## config.mk

```make
export PLATFORM = sky130hd
export DESIGN_NAME = arith_seq_divider
export DESIGN_NICKNAME = d
export VERILOG_FILES = /design/src/rtl/arith_seq_divider.sv
export SDC_FILE = /design/constraint.sdc
export NUM_CORES = 1
export LEC_CHECK = 0
export CELL_PAD_IN_SITES_DETAIL_PLACEMENT = 1
export CELL_PAD_IN_SITES_GLOBAL_PLACEMENT = 1
export CORE_AREA = 2 2 85 87
export DETAILED_ROUTE_END_ITERATION = 8
export DIE_AREA = 0 0 87 89
export PLACE_DENSITY = 0.86
export SLEW_MARGIN = 20
export SYNTH_ARGS = -nofsm -noshare
export SYNTH_HDL_FRONTEND = slang
export SYNTH_SLANG_ARGS = --single-unit
```

## constraint.sdc

```tcl
create_clock -name clk -period 2.6 [get_ports clk]
set_input_delay 0.65 -clock clk [delete_from_list [all_inputs] [get_ports clk]]
set_output_delay 0.65 -clock clk [all_outputs]
set_load 0.02 [all_outputs]
```

## src/rtl/arith_seq_divider.sv

```systemverilog
// -----------------------------------------------------------------------------
// arith_seq_divider
//
// Iterative signed divider. It produces one quotient bit per cycle using
// restoring shift-subtract on operand magnitudes, then applies the signs.
// The quotient truncates toward zero and the remainder takes the sign of the
// dividend. A start/busy/done handshake connects it to the ALU control
// sequencer.
//
// Compile-time option:
//   DIV_REMAINDER_EN  defined   : R carries the sign-corrected remainder.
//                     undefined : R is tied to 0. Q, the flags and the
//                                 latency are unchanged.
//
// Parameters:
//   N         operand/result width in bits (N >= 2)
//
// Ports:
//   clk       rising-edge clock
//   rst       synchronous active-high reset
//   start     request; sampled only while idle
//   A, B      signed dividend / divisor, captured on an accepted start
//   busy      high whenever the unit is not idle
//   done      one-cycle pulse; results are valid from this cycle on
//   Q, R      signed quotient / remainder
//   Zero      Q == 0
//   Overflow  A == -2^(N-1) and B == -1 (Q wraps to -2^(N-1))
//   DivZero   B == 0
//
// Latency: a normal operation raises done N+2 cycles after start is
// accepted. A divide by zero raises done in the following cycle.
// -----------------------------------------------------------------------------
module arith_seq_divider #(
  parameter int N = 8
) (
  input  logic         clk,
  input  logic         rst,
  input  logic         start,
  input  logic [N-1:0] A,
  input  logic [N-1:0] B,
  output logic         busy,
  output logic         done,
  output logic [N-1:0] Q,
  output logic [N-1:0] R,
  output logic         Zero,
  output logic         Overflow,
  output logic         DivZero
);

  localparam int             CW      = $clog2(N);
  localparam logic [CW-1:0]  LAST    = CW'(N - 1);
  localparam logic [N-1:0]   MIN_VAL = {1'b1, {(N-1){1'b0}}};
  localparam logic [N-1:0]   ONE     = {{(N-1){1'b0}}, 1'b1};

  typedef enum logic [1:0] {
    S_IDLE,
    S_CALC,
    S_FIX,
    S_DONE
  } state_t;

  state_t        state_q;

  // Datapath state. dvd_q shifts the dividend magnitude out at the top and
  // collects quotient bits at the bottom, so it holds |Q| when CALC ends.
  logic [N-1:0]  dvd_q;
  logic [N-1:0]  bmag_q;
  logic [N-1:0]  rem_q;
  logic [CW-1:0] cnt_q;
  logic          sign_q_q;
  logic          ovf_pend_q;

  // Registered outputs.
  logic          busy_q;
  logic          done_q;
  logic [N-1:0]  q_q;
  logic          zero_q;
  logic          ovf_q;
  logic          dz_q;

`ifdef DIV_REMAINDER_EN
  logic          sign_r_q;
  logic [N-1:0]  r_q;
  logic [N-1:0]  r_fix_d;
`endif

  // Combinational helpers.
  logic [N-1:0]  a_mag_d;
  logic [N-1:0]  b_mag_d;
  logic [N-1:0]  q_fix_d;
  logic [N:0]    shift_d;
  logic [N:0]    trial_d;

  // The magnitude of -2^(N-1) wraps back to the bit pattern 100..0. Read as
  // unsigned, that pattern is exactly 2^(N-1), so no extra bit is needed.
  //
  // The partial remainder is always smaller than |B| <= 2^(N-1), so it fits
  // in N bits. Only the shifted value and the trial difference need the
  // (N+1)-th bit.
  always_comb begin
    a_mag_d = A[N-1] ? (~A + ONE) : A;
    b_mag_d = B[N-1] ? (~B + ONE) : B;
    shift_d = {rem_q, dvd_q[N-1]};
    trial_d = shift_d - {1'b0, bmag_q};
    q_fix_d = sign_q_q ? (~dvd_q + ONE) : dvd_q;
`ifdef DIV_REMAINDER_EN
    r_fix_d = sign_r_q ? (~rem_q + ONE) : rem_q;
`endif
  end

  // NOTE: sequential state is written only with non-blocking assignments.
  // All registers in one edge-triggered block then update together, so their
  // order inside the block does not matter.
  always_ff @(posedge clk) begin
    if (rst) begin
      // NOTE: reset clears only the control state and the visible outputs.
      // The operand and partial-result registers are always reloaded on an
      // accepted start, so they are left without a reset.
      state_q <= S_IDLE;
      busy_q  <= 1'b0;
      done_q  <= 1'b0;
      q_q     <= '0;
      zero_q  <= 1'b0;
      ovf_q   <= 1'b0;
      dz_q    <= 1'b0;
`ifdef DIV_REMAINDER_EN
      r_q     <= '0;
`endif
    end else begin
      case (state_q)
        S_IDLE: begin
          if (start) begin
            dvd_q      <= a_mag_d;
            bmag_q     <= b_mag_d;
            rem_q      <= '0;
            cnt_q      <= '0;
            sign_q_q   <= A[N-1] ^ B[N-1];
            ovf_pend_q <= (A == MIN_VAL) && (B == '1);
`ifdef DIV_REMAINDER_EN
            sign_r_q   <= A[N-1];
`endif
            busy_q     <= 1'b1;
            if (B == '0) begin
              // Divide by zero skips the iteration and reports at once.
              q_q     <= '0;
              zero_q  <= 1'b1;
              ovf_q   <= 1'b0;
              dz_q    <= 1'b1;
`ifdef DIV_REMAINDER_EN
              r_q     <= A;
`endif
              done_q  <= 1'b1;
              state_q <= S_DONE;
            end else begin
              state_q <= S_CALC;
            end
          end
        end

        S_CALC: begin
          // Restoring step: keep the subtraction only when it does not
          // borrow. A borrow shows up as the top bit of the trial difference.
          if (!trial_d[N]) begin
            rem_q <= trial_d[N-1:0];
            dvd_q <= {dvd_q[N-2:0], 1'b1};
          end else begin
            rem_q <= shift_d[N-1:0];
            dvd_q <= {dvd_q[N-2:0], 1'b0};
          end
          cnt_q <= cnt_q + CW'(1);
          if (cnt_q == LAST) begin
            state_q <= S_FIX;
          end
        end

        S_FIX: begin
          q_q     <= q_fix_d;
          zero_q  <= (q_fix_d == '0);
          ovf_q   <= ovf_pend_q;
          dz_q    <= 1'b0;
`ifdef DIV_REMAINDER_EN
          r_q     <= r_fix_d;
`endif
          done_q  <= 1'b1;
          state_q <= S_DONE;
        end

        S_DONE: begin
          done_q  <= 1'b0;
          busy_q  <= 1'b0;
          state_q <= S_IDLE;
        end

        default: begin
          state_q <= S_IDLE;
        end
      endcase
    end
  end

  assign busy     = busy_q;
  assign done     = done_q;
  assign Q        = q_q;
  assign Zero     = zero_q;
  assign Overflow = ovf_q;
  assign DivZero  = dz_q;
`ifdef DIV_REMAINDER_EN
  assign R        = r_q;
`else
  assign R        = '0;
`endif

endmodule

```

==> results.md, run 1 <==
- Die Span X: 87 µm
- Final setup viols: 0
- Placed cells: 404
- Max Slew Vio Count: 0
- Post-synth EDFFs: 29
- Ys flop type: edfxtp_1
- Status: complete, no violations
- R2R setup slack: 0.14 ns
- H-tree level count: 2
- # fillers: 759
- Worst reg-to-reg path cell count: 7
- Via-to-Cell Ratio: 5.51
- Iteration-0 DRC count of the detailed router: 136
- Worst skew pair latency: 0.30 ns
- Layout area overhead: 19.0%
- Syn avg cell area: roughly 9.5 µm²
- Max_cap viols: 0
- Input/output buffers: 31
- Worst-path maximum fanout: 7
- Post-synthesis sequential area ratio: 41.9%
- Ranking of synthesized cells by area: edfxtp_1 (31%), dfxtp_1 (11%), ha_1 (8.5%), xnor2_1 (4.1%), o21ai_0 (3.4%)
- Core Footprint: 6720 µm²
- Antenna diodes: 0
- Post-synth ARST share: 0%
- DRC violations left: 0
- Slowest CP cell: edfxtp_1
- GP Congestion: slightly below 0.8
- Largest net degree at the start of global routing: 20
- R2R Path Start: bmag_q[0]
- CP delay by family, top: simple AND/OR/NAND/NOR gates
- Critical Path Max Stage Delay: 0.42 ns
- Post-CTS setup buffer count: 0
- WP data required: 2.75 ns
- Worst hold start: DivZero
- Crit path buf inv count: 0
- Total track usage: 19.2%
- Synth top area share: 31.2%
- Clock transition at path regs: 0.09 ns
- Worst Hold Depth: 2
- Setup TNS: 0 ns
- Setup slack at placement: -0.0426 ns
- Cts hold-fix bufs: 0
- 1st-pass router iterations: 4
- Final Cycle Share: 94.4%
- Top cells by count, synth: edfxtp_1 (29), inv_1 (23), ha_1 (19), nand2_1 (19), o21ai_0 (19)
- Cells after synthesis: roughly 300
- Initial antenna violation count: 0
- Worst-path cell chain: ha_1, fa_1, nor2b_1, o31a_1, o32ai_1, or3_1, a21oi_1
- Yosys cell types: 57
- Tmin final: about 2.5 ns
- CP Depth: 7
- Final WS setup: between 0.1 and 0.15 ns
- #FFs+latches synth: 44
- Crit path kind: reg -> reg
- Final net count: 370
- Drt wl/cell: 17.3 µm
- CTS tree: done
- Grt ovf: 0
- Core Rows: 30
- Root Buffer: clkbuf_8
- Share of layout cells above drive strength 1: around 9.0%
- Clock Skew: 0.00766 ns
- Die Span Y: 89 µm
- Max VDD drop: 331 µV
- TritonCTS Buffers: 5
- Starting Density: 41.6%
- Placed Area: between 3000 and 4000 µm²
- Via count: 2271
- Final instance area: 3330 µm²
- Critical Path End Type: flip-flop
- Final ANT Viol Nets: 0
- DP Wirelength: 5.43 mm
- Clock sink count: 44
- Worst min path class: reg -> reg
- I/O Pins: 40
- Hold Vio Cnt, Final: 0
- First-pass GRT wire length: 11.5 mm
- Most frequent cell after synthesis: edfxtp_1
- WHS Endpoint: DivZero
- Largest area contributor in the netlist: edfxtp_1
- Clk buf depth: 2
- Die footprint: 7740 µm²
- Synth Warn #: 0
- Arr. time, crit path: 2.60 ns
- RR Endpoint: rem_q[1]
- Relative slew slack: 37.7%
- P_leak: 1.26 nW
- Synthesized area: 2800 µm²
- Final core occ: 49.5%
- Final std cells w/o fill: 412
- Vias in the first global route: around 2400
- Pwr dens: 889 nW/µm²
- Final wirelength: just over 7 mm
- Slew of the pin with the lowest slew margin: 0.928 ns
- CP startpoint kind: flip-flop
- Fmax achieved: between 400 and 500 MHz
-- layer usage --
layer  up-vias  routed length [µm]  track usage, %
met5         -                   0               0
met4         0                  41            3.41
met3         4                 176            3.42
met2        31                3690            34.9
met1      1115                3220            24.2
li1       1121                   -               -
-- cells by family after synthesis --
logic type	after synthesis	synth area share [%]
compound gates	78	19.0
xor+xnor	18	5.64
fa+ha+maj	20	9.22
buf+inv	44	6.98
flops	44	41.9
mux	1	0.358
other cells	1	0.134
simple gates	87	16.8
-- tightest hold or removal path, cell delays in order, from the launching register on --
cell	delay (ns)
dfxtp_1	0.32
inv_1	0.06
a211oi_1	0.06
-- metrics by stage --
stage	hold WS (ns)	total power, mW
floorplan	0.459	2.02
global placement	0.448	2.40
detailed placement	0.463	2.49
CTS	0.483	2.98
global route	0.511	3.19
finish	0.487	2.96
-- repair_timing --
| item | in CTS | in global routing |
|---|---|---|
| hold endpoints to repair | 0 | 0 |
| setup endpoints to repair | 0 | 5 |
| gates resized for setup | 0 | 3 |
-- layout by cell type, fill, tap and decap left out, types with 5 or more instances in the layout --
| cell | synthesis | layout |
|---|---|---|
| clkdlybuf4s50_1 | 0 | 31 |
| edfxtp_1 | 29 | 29 |
| inv_1 | 23 | 23 |
| nand2_1 | 19 | 19 |
| o21ai_0 | 19 | 19 |
| ha_1 | 19 | 19 |
| nor2_1 | 18 | 18 |
| dfxtp_1 | 15 | 15 |
| a21oi_1 | 15 | 15 |
| xnor2_1 | 13 | 13 |
| buf_4 | 8 | 13 |
| conb_1 | 1 | 8 |
| nand2b_1 | 7 | 7 |
| nand3_1 | 7 | 7 |
| a22oi_1 | 7 | 7 |
| nor2b_1 | 6 | 6 |
| clkbuf_8 | 0 | 6 |
| xor2_1 | 5 | 5 |
| o31ai_1 | 6 | 5 |
-- cell type report --
class	instances	area [µm²]	area share [%]
Timing Repair Buffer	44	408	12.3
Clock inverter	2	12.5	0.376
Multi-Input combinational cell	212	1460	43.9
Clock buffer	6	82.6	2.48
Tap cell	80	100	3.01
Sequential cell	44	1170	35.2
Inverter	24	90.1	2.71
-- worst max-delay path by stage --
| stage | endpoint | slack [ns] | startpoint |
|---|---|---|---|
| floorplan | cnt_q[0] | 0.34 | state_q[1] |
| global placement | Overflow | 0.11 | B[0] |
| detailed placement | Q[7] | -0.04 | B[0] |
| CTS | rem_q[0] | 0.06 | bmag_q[0] |
| global route | rem_q[0] | -0.007 | bmag_q[0] |
| finish | rem_q[1] | 0.14 | bmag_q[0] |
-- flip-flops by register name, summed over array words and instances, names as in the netlist, 2 cells and up --
register	count
Q	8
state_q	2
dvd_q	8
bmag_q	8
cnt_q	3
rem_q	8
-- report_power, final --
part | total, mW | switching, mW | leakage (nW) | internal (mW)
combinational | 1.41 | 0.837 | 0.816 | 0.568
clock | 0.471 | 0.254 | 0.0521 | 0.217
sequential | 1.08 | 0.116 | 0.395 | 0.966
total | 2.96 | 1.21 | 1.26 | 1.75
Power figures use the tool's default switching activity.
==> inputs of run 2 (changes only) <==
SKIP_CTS_REPAIR_TIMING = 1   (was unset)
==> results of run 2 <==
Final layout, timing and power as in run 1 (identical DEF).
==> inputs of run 3 (changes only) <==
TNS_END_PERCENT = 1   (was unset)
==> results of run 3 <==
Final layout, timing and power as in run 1 (identical DEF).
